$ cat src/rtl/datactrl_pkg.sv
// Shared constants, state encoding and load-extension helpers for the
// data-memory controller.
package datactrl_pkg;

    localparam int DefAddressWidth = 32;
    localparam int DefIDWidth      = 32;
    localparam int DataStateWidth  = 2;

    typedef enum logic [DataStateWidth-1:0] {
        IDLE  = 2'd0,
        LOAD  = 2'd1,
        STORE = 2'd2
    } data_state_e;

    localparam logic [2:0] WidthByte = 3'b001;
    localparam logic [2:0] WidthHalf = 3'b010;
    localparam logic [2:0] WidthWord = 3'b100;

    function automatic logic [2:0] width_bytes(input logic [2:0] width);
        case (width)
            WidthByte: width_bytes = 3'd1;
            WidthHalf: width_bytes = 3'd2;
            WidthWord: width_bytes = 3'd4;
            default:   width_bytes = 3'd4;
        endcase
    endfunction

    function automatic logic [31:0] extend_load(input logic [31:0] word,
                                                input logic [2:0]  nbytes,
                                                input logic        sgn);
        case (nbytes)
            3'd1:    extend_load = {{24{sgn & word[7]}}, word[7:0]};
            3'd2:    extend_load = {{16{sgn & word[15]}}, word[15:0]};
            default: extend_load = word;
        endcase
    endfunction

endpackage

$ cat src/rtl/datactrl.sv
// Data-memory controller: serialises one load or one committed store at a
// time onto a byte-wide, little-endian memory port.
module datactrl
    import datactrl_pkg::*;
#(
    parameter int AddressWidth = DefAddressWidth,
    parameter int IDWidth      = DefIDWidth
) (
    input  logic                    clk_in,
    input  logic                    rst_in,
    input  logic                    rdy_in,
    input  logic                    rob_datactrl_rst_in,
    input  logic                    lbuffer_datactrl_en_in,
    input  logic [AddressWidth-1:0] lbuffer_datactrl_addr_in,
    input  logic [2:0]              lbuffer_datactrl_width_in,
    input  logic                    lbuffer_datactrl_sgn_in,
    output logic                    datactrl_lbuffer_en_out,
    output logic [IDWidth-1:0]      datactrl_lbuffer_data_out,
    input  logic                    sbuffer_datactrl_en_in,
    input  logic [AddressWidth-1:0] sbuffer_datactrl_addr_in,
    input  logic [2:0]              sbuffer_datactrl_width_in,
    input  logic [IDWidth-1:0]      sbuffer_datactrl_data_in,
    output logic                    datactrl_sbuffer_en_out,
    output logic [AddressWidth-1:0] mem_a_out,
    output logic [7:0]              mem_dout_out,
    output logic                    mem_wr_out,
    input  logic [7:0]              mem_din_in
);

    data_state_e             state_r;
    data_state_e             state_nx_s;
    logic [AddressWidth-1:0] addr_r;
    logic [AddressWidth-1:0] addr_nx_s;
    logic [IDWidth-1:0]      sdata_r;
    logic [2:0]              nbytes_r;
    logic [2:0]              cnt_r;
    logic [2:0]              cnt_inc_s;
    logic                    sgn_r;
    logic [31:0]             asm_r;
    logic [31:0]             asm_nx_s;
    logic [7:0]              din_hold_r;
    logic [7:0]              din_s;
    logic                    stalled_r;
    logic [1:0]              byte_idx_s;
    logic [1:0]              st_idx_s;
    logic                    accept_st_s;
    logic                    accept_ld_s;
    logic                    last_s;

    // Next-state and acceptance decode; stores beat loads, flush blocks loads only.
    always_comb begin
        state_nx_s  = state_r;
        accept_st_s = 1'b0;
        accept_ld_s = 1'b0;
        last_s      = 1'b0;
        case (state_r)
            IDLE: begin
                if (sbuffer_datactrl_en_in) begin
                    accept_st_s = 1'b1;
                    state_nx_s  = STORE;
                end else if (lbuffer_datactrl_en_in && !rob_datactrl_rst_in) begin
                    accept_ld_s = 1'b1;
                    state_nx_s  = LOAD;
                end else begin
                    state_nx_s = IDLE;
                end
            end
            LOAD: begin
                if (rob_datactrl_rst_in) begin
                    state_nx_s = IDLE;
                end else if (cnt_r == nbytes_r) begin
                    last_s     = 1'b1;
                    state_nx_s = IDLE;
                end else begin
                    state_nx_s = LOAD;
                end
            end
            STORE: begin
                if (cnt_r == nbytes_r - 3'd1) begin
                    last_s     = 1'b1;
                    state_nx_s = IDLE;
                end else begin
                    state_nx_s = STORE;
                end
            end
            default: state_nx_s = IDLE;
        endcase
    end

    // Byte steering: next address, read-byte placement and store-byte select.
    always_comb begin
        din_s      = stalled_r ? din_hold_r : mem_din_in;
        cnt_inc_s  = cnt_r + 3'd1;
        addr_nx_s  = addr_r + AddressWidth'(cnt_inc_s);
        byte_idx_s = cnt_r[1:0] - 2'd1;
        st_idx_s   = cnt_inc_s[1:0];
        asm_nx_s   = asm_r;
        asm_nx_s[{byte_idx_s, 3'b000} +: 8] = din_s;
    end

    // State register.
    always_ff @(posedge clk_in) begin
        if (rst_in) begin
            state_r <= IDLE;
        end else if (rdy_in) begin
            state_r <= state_nx_s;
        end
    end

    // Memory keeps answering while rdy_in is low, so park the byte that was
    // due at the first stalled edge and replay it when the stall ends.
    always_ff @(posedge clk_in) begin
        if (rst_in) begin
            stalled_r  <= 1'b0;
            din_hold_r <= 8'd0;
        end else if (!rdy_in) begin
            if (!stalled_r) begin
                din_hold_r <= mem_din_in;
            end
            stalled_r <= 1'b1;
        end else begin
            stalled_r <= 1'b0;
        end
    end

    // Datapath and registered memory/response outputs.
    always_ff @(posedge clk_in) begin
        if (rst_in) begin
            addr_r                    <= '0;
            sdata_r                   <= '0;
            nbytes_r                  <= 3'd0;
            cnt_r                     <= 3'd0;
            sgn_r                     <= 1'b0;
            asm_r                     <= 32'd0;
            mem_a_out                 <= '0;
            mem_dout_out              <= 8'd0;
            mem_wr_out                <= 1'b0;
            datactrl_lbuffer_en_out   <= 1'b0;
            datactrl_lbuffer_data_out <= '0;
            datactrl_sbuffer_en_out   <= 1'b0;
        end else if (rdy_in) begin
            datactrl_lbuffer_en_out <= 1'b0;
            datactrl_sbuffer_en_out <= 1'b0;
            case (state_r)
                IDLE: begin
                    if (accept_st_s) begin
                        addr_r       <= sbuffer_datactrl_addr_in;
                        sdata_r      <= sbuffer_datactrl_data_in;
                        nbytes_r     <= width_bytes(sbuffer_datactrl_width_in);
                        cnt_r        <= 3'd0;
                        mem_a_out    <= sbuffer_datactrl_addr_in;
                        mem_dout_out <= sbuffer_datactrl_data_in[7:0];
                        mem_wr_out   <= 1'b1;
                    end else if (accept_ld_s) begin
                        addr_r    <= lbuffer_datactrl_addr_in;
                        nbytes_r  <= width_bytes(lbuffer_datactrl_width_in);
                        sgn_r     <= lbuffer_datactrl_sgn_in;
                        cnt_r     <= 3'd0;
                        asm_r     <= 32'd0;
                        mem_a_out <= lbuffer_datactrl_addr_in;
                    end
                end
                LOAD: begin
                    if (rob_datactrl_rst_in) begin
                        cnt_r <= 3'd0;
                    end else begin
                        if (cnt_r != 3'd0) begin
                            asm_r <= asm_nx_s;
                        end
                        if (last_s) begin
                            cnt_r                     <= 3'd0;
                            datactrl_lbuffer_en_out   <= 1'b1;
                            datactrl_lbuffer_data_out <= IDWidth'(extend_load(asm_nx_s, nbytes_r, sgn_r));
                        end else begin
                            cnt_r <= cnt_inc_s;
                            if (cnt_inc_s < nbytes_r) begin
                                mem_a_out <= addr_nx_s;
                            end
                        end
                    end
                end
                STORE: begin
                    if (last_s) begin
                        cnt_r                   <= 3'd0;
                        mem_wr_out              <= 1'b0;
                        datactrl_sbuffer_en_out <= 1'b1;
                    end else begin
                        cnt_r        <= cnt_inc_s;
                        mem_a_out    <= addr_nx_s;
                        mem_dout_out <= sdata_r[{st_idx_s, 3'b000} +: 8];
                    end
                end
                default: begin
                    cnt_r      <= 3'd0;
                    mem_wr_out <= 1'b0;
                end
            endcase
        end
    end

endmodule

$ cat config.mk
export PLATFORM = sky130hd
export DESIGN_NAME = datactrl
export DESIGN_NICKNAME = d
export VERILOG_FILES = /design/src/rtl/datactrl_pkg.sv /design/src/rtl/datactrl.sv
export SDC_FILE = /design/constraint.sdc
export NUM_CORES = 1
export LEC_CHECK = 0
export ABC_CLOCK_PERIOD_IN_PS = 3250
export BUFFER_PORTS_ARGS = -buffer_cell sky130_fd_sc_hd__buf_2
export CORE_ASPECT_RATIO = 1.75
export CORE_MARGIN = 2
export CORE_UTILIZATION = 45
export CTS_CLUSTER_DIAMETER = 80
export DETAILED_ROUTE_END_ITERATION = 12
export PLACE_DENSITY = 0.72
export SYNTH_ARGS = -nofsm -noshare
export SYNTH_HDL_FRONTEND = slang
export SYNTH_SLANG_ARGS = --single-unit
$ cat constraint.sdc
create_clock -name clk_in -period 3.25 [get_ports clk_in]
set_input_delay 0.65 -clock clk_in [delete_from_list [all_inputs] [get_ports clk_in]]
set_output_delay 0.65 -clock clk_in [all_outputs]
set_load 0.005 [all_outputs]
* After elaboration in Yosys (flattened, before gate mapping) *
Index checks and enable logic that the tools add are counted.

storage, ports and cells
  memories = 0
  memory bits (writable) = 0
  output and inout port bits = 75
  memory bits (read-only) = 0
  logic and storage cells = 116
  input bits = 117
  bits in registers = 189
  latch bits = 0

cells by class
  reduce and logical (&&, ||, !) cells = 17
  shift-type cells = 3
  $add $sub $neg = 5
  div/mod/pow operators = 0
  muxes and demuxes = 50
  order comparisons = 1
  eq/ne operators = 20
  bitwise logic cells = 5
  $mul = 0

operators by type and width
  cell                    number
  $mux 32                 10
  $pmux 32 s2             2
  $pmux 32 s3             1
  $add 32x3->32           1
  $bwmux 32               1
  $shift 8x7->32 const A  1
  $shiftx 32x6->8         1
  $shiftx 8x7->32         1
  $mux 8                  3
  $mux 1                  18
  $mux 3                  6
  $ne 2x2->1 const B      9
  $pmux 8 s2              1
  $reduce_and 4->1        4
  $pmux 3 s2              2
  $eq 3x1->1 const B      3
  $eq 3x2->1 const B      3
  $pmux 3 s3              1
  $neg 5->7               1
  $reduce_and 7->1        1
  $eq 3x3->1              2
  $pmux 2 s3              1
  $reduce_and 3->1        2
  $reduce_and 6->1        1
  other kinds (18)        25

* Logic depth before layout (Yosys ltp) *
  depth in word-level cells = 8
  gate-level depth with buffers = 12
  gate-level depth less buffers = 9

* Least setup slack after synthesis *
Ideal clock, no wire load.

  kind = register -> register
  start = reg cnt_r[0]
  end = reg mem_a_out[7]
  path slack = 0.178 ns
  period minus slack after synthesis = 3.072 ns
  library setup time = 0.070 ns
  required time = 3.180 ns
  data arrival time = 3.002 ns
  stages on the path, launching flop included = 11
  buffers on the path = 1
  cell sequence = dfxtp_1 -> clkbuf_1 -> inv_1 -> ha_1 -> ha_1 -> a211oi_1 -> nor2_1 -> and3_1 -> xnor2_1 -> a211o_1 -> a21oi_1

on the way
  cells in the longest elaborated chain, start to end = 6
  elaborated cells between the ends (all ways) = 18
  classes of those cells = add/sub: 2; order compare: 1; eq/ne: 5; mux: 9; reduce/logical: 1

RTL lines
  element                                                 line                             RTL
  start, declared                                         datactrl.sv:36                   logic [2:0] cnt_r;
  start signal, assigned                                  datactrl.sv:175                  cnt_r <= cnt_inc_s;
  start signal, assigned                                  datactrl.sv:188                  cnt_r <= cnt_inc_s;
  $add 3x1->3 / $eq 3x3->1 (equally long branches)        datactrl.sv:93, datactrl.sv:71
  $add 32x3->32 / $mux 1 (equally long branches)          datactrl.sv:94, datactrl.sv:71
  $mux 32 / $mux 1 (equally long branches)                datactrl.sv:176, datactrl.sv:69
  $mux 32 / $pmux 1 s2 (equally long branches)            datactrl.sv:170, datactrl.sv:56
  $mux 32 / $ne 2x2->1 (equally long branches)            -
  $pmux 32 s3 / $reduce_and 7->1 (equally long branches)  -
  end signal, assigned                                    datactrl.sv:151                  mem_a_out <= sbuffer_datactrl_addr_in;
  end signal, assigned                                    datactrl.sv:160                  mem_a_out <= lbuffer_datactrl_addr_in;
  end signal, assigned                                    datactrl.sv:177                  mem_a_out <= addr_nx_s;
  end, declared                                           datactrl.sv:24                   output logic [AddressWidth-1:0] mem_a_out,

Several ways; a longest one is shown, not always the timed one. The select of a mux whose other input is x is not followed.
A chain may end at the register's enable or synchronous reset.

* Worst setup path in the final report *
  start = reg cnt_r[1]
  end = reg mem_a_out[28]

The elaborated chain is that of the path after synthesis.

==> parameters.txt <==
Parameter                              Value

Clock network
  TritonCTS buffer count    17
  Depth of the CTS H-tree    4
  Number of sinks on the clock net    189
  Worst-Skew Late Latency    450 ps
  Buffer depth of the longest clock path    2
  Buffer type at the clock tree root    clkbuf_16
  Clock Pin Slew Worst Setup and Hold Paths    80 ps
  Cells resized by post-CTS repair    0
  Hold buffer count at cts    0
  Clock tree from TritonCTS    built
  Setup Fix Bufs, Post-CTS    0

GRT
  Maximum number of pins on one net before global-route repair    71
  Number of global-route vias before repair    8197
  Wire length of the first global-routing pass    41500 µm
  Total global routing track utilization    0.233
  GR Overflow Total    0
  Antenna violations before repair    1

STA
  Setup repair after global routing missed its margin    no
  Total count of hold-check failures in the final report    0
  Worst-case headroom to the max-slew limit    0.381
  Setup_tns    0 ps
  Max Transition Viols Final    0
  Post-route clock period utilization    0.921
  Slew @ Worst Pin    925 ps
  Upper clock frequency limit    334 MHz
  Worst clock skew on the final layout    17.4 ps
  Min cycle time layout    2990 ps
  # setup viols final    0

Worst setup path
  Peak fanout along the critical path    11
  Critical Path Start Type    flip-flop
  Total buffers and inverters traversed by the critical path    1
  Kind of end point of the critical path    flip-flop
  Critical Path Max Stage Delay    720 ps
  CP delay by family, top    simple AND/OR/NAND/NOR gates
  Worst endpoint required time    3630 ps
  Slowest cell on the critical path    nor2_1
  Critical path's most frequent cell    a21oi_1
  Worst Path Arrival    3370 ps
  Critical path class    reg -> reg
  List of cells traversed by the critical path    inv_1, ha_1, fa_1, a21oi_1, nor2_1, nand4_1, xor2_1, a211o_1, a21oi_1

Die
  Number of ports placed on the die boundary    192
  Number of placement rows    70
  Die span in y    195 µm
  Core Footprint    20700 µm²
  Die outline area    22100 µm²
  Initial Util    0.455
  DIE WIDTH    113 µm

Synth
  Number of synthesized register bits    189
  Syn_area_per_cell    8.30 µm²
  Fraction of synthesis flops using an asynchronous set or reset pin    0
  Yosys cell types    61
  Number of enable flip-flop cells after synthesis    0
  Total nets after synthesis    1270
  Post-Synthesis Cells    1133
  Prevailing post-synth register cell    dfxtp_1
  Post-synthesis sequential area ratio    0.402
  Number of warning messages in the yosys log    0
  Cell area after synthesis    9400 µm²

Routing
  Via count    8662
  Sum of routed wire length over all layers    25900 µm
  Antenna-violating nets left    0
  Via density    5.59
  Routed len/inst    16.7 µm
  Detailed Routing Iterations Pass 1    5
  Number of DRC markers in iteration 0    557
  Post-route DRC    0

Pwr
  Sw Ratio    0.288
  Worst VDD drop    0.000259 V
  Leakage power summed over all cells    4.58 nW
  Power share of the sequential group    0.466
  Int Power    3.85 mW
  Combinational fraction of design power    0.144
  Power share of the clock group    0.391
  Power Density    487 nW/µm²
  Psw    1.55 mW

Place
  Global placement routability congestion    0.888
  Area of placed instances    10500 µm²
  Port Buffer Count    191
  HPWL reported at the end of detailed placement    18400 µm

Min path
  Hold crit path type    in -> reg

Status
  Status    completed

Finish
  Layout cell share with drive strength beyond 1    0.217
  Final core occ    0.537
  Post-route cell area    11100 µm²
  Area grow syn2layout    18.1%
  Number of nets at the end of the flow    1421

Flow run
  Number of maximum-capacitance violations    0
-- layout make-up --
| cell class | instances | area (µm²) |
|---|---|---|
| fillers | 1969 | 9570 |
| multi-input cells | 810 | 5070 |
| flip-flops and latches | 189 | 3780 |
| repair buffers | 216 | 1170 |
| clock buffers | 18 | 429 |
| well taps | 252 | 315 |
| inverters | 50 | 188 |
| clock inverters | 14 | 148 |
| diodes | 1 | 2.50 |
-- cell families (layout without fill, tap and decap cells) --
kind of cell / count (synthesis) / count (layout) / share of synthesized area
buf+inv: 134 / 298 / 0.0607
other cells: 0 / 1 / 0
flops: 189 / 189 / 0.402
mux: 81 / 81 / 0.0969
xor+xnor: 29 / 29 / 0.0287
fa+ha+maj: 20 / 20 / 0.0274
compound gates: 295 / 295 / 0.196
simple gates: 385 / 385 / 0.188
-- stage by stage --
| step | setup WS (ps) | cells | power [mW] | hold slack (ps) |
|---|---|---|---|---|
| final | 255 | 1550 | 5.40 | 448 |
| after floorplan | 178 | 1133 | 3.06 | 432 |
| after global routing | 66.4 | 1550 | 5.62 | 458 |
| after global placement | 386 | 1517 | 3.33 | 437 |
| after CTS | 180 | 1549 | 5.43 | 441 |
| after detailed placement | 238 | 1517 | 3.34 | 443 |
-- cell usage after synthesis (12+ instances only) --
cell type,instances,area share
nor2_1,93,0.037
mux2i_1,73,0.078
a211oi_1,45,0.036
nand2_1,157,0.063
and2_1,19,0.013
a211o_1,21,0.020
o21ai_0,38,0.020
a21oi_1,133,0.071
clkbuf_1,64,0.026
ha_1,19,0.025
nand3_1,54,0.029
xor2_1,19,0.018
inv_1,50,0.020
nand4_1,12,0.0080
o22ai_1,32,0.021
dfxtp_1,189,0.40
-- routing by layer --
layer  vias up  global-route usage  routed length [µm]
li1       4273                   -                   -
met1      4075               0.267               10200
met2       265               0.420               13700
met3        49              0.0369                1130
met4         0               0.104                 852
met5         -                   0                   0
-- path summary, 6_finish.rpt --
kind | startpoint | to | slack, ps | depth (start not counted)
min | mem_din_in[5] | din_hold_r[5] | 450 | 3
min reg2reg | asm_r[7] | asm_r[7] | 450 | 2
max | cnt_r[1] | mem_a_out[28] | 260 | 9
max reg2reg | cnt_r[1] | mem_a_out[28] | 260 | 9
-- power groups by stage --
| stage | Clock, mW | Combinational (mW) | Sequential (mW) |
|---|---|---|---|
| CTS | 2.14 | 0.779 | 2.51 |
| finish | 2.11 | 0.777 | 2.52 |
| detailed placement | 0 | 0.776 | 2.57 |
| global route | 2.23 | 0.859 | 2.53 |
| floorplan | 0 | 0.514 | 2.55 |
| global placement | 0 | 0.762 | 2.57 |
-- registers in the layout, summed over array words and instances, names as in the netlist --
name                       count
mem_wr_out                     1
addr_r                        32
state_r                        2
sdata_r                       32
mem_dout_out                   8
asm_r                         32
stalled_r                      1
mem_a_out                     32
datactrl_lbuffer_en_out        1
nbytes_r                       3
cnt_r                          3
sgn_r                          1
din_hold_r                     8
datactrl_lbuffer_data_out     32
datactrl_sbuffer_en_out        1
-- worst register-to-register path, cell delays in order (launching register included) --
cell	delay (ps)
dfxtp_1	470
inv_1	120
ha_1	440
fa_1	260
a21oi_1	90
nor2_1	720
nand4_1	220
xor2_1	200
a211o_1	290
a21oi_1	120
-- placed cells by master, fill, tap and decap left out, drive strengths merged, types with 2 or more instances in the layout --
cell,netlist,routed
clkinv,0,2
a21o,2,2
a311oi,4,4
a22oi,2,2
nand2b,3,3
nor3b,4,4
dfxtp,189,189
o22ai,32,32
clkbuf,64,18
and4,4,4
xnor2,9,9
ha,19,19
a211o,21,21
mux2i,73,73
a21oi,133,133
and2,19,19
nor3,6,6
o21ai,39,39
o211ai,2,2
nand3,54,54
a31oi,2,2
and3,6,6
o31ai,2,2
mux4,8,8
or2,10,10
nor2,93,93
inv,50,59
xor2,19,19
o21a,2,2
a211oi,45,45
nor4,7,7
nand4,13,13
buf,20,216
nor2b,4,4
clkinvlp,0,2
nand2,158,158
No activity file was read; power rests on OpenSTA's default activity.
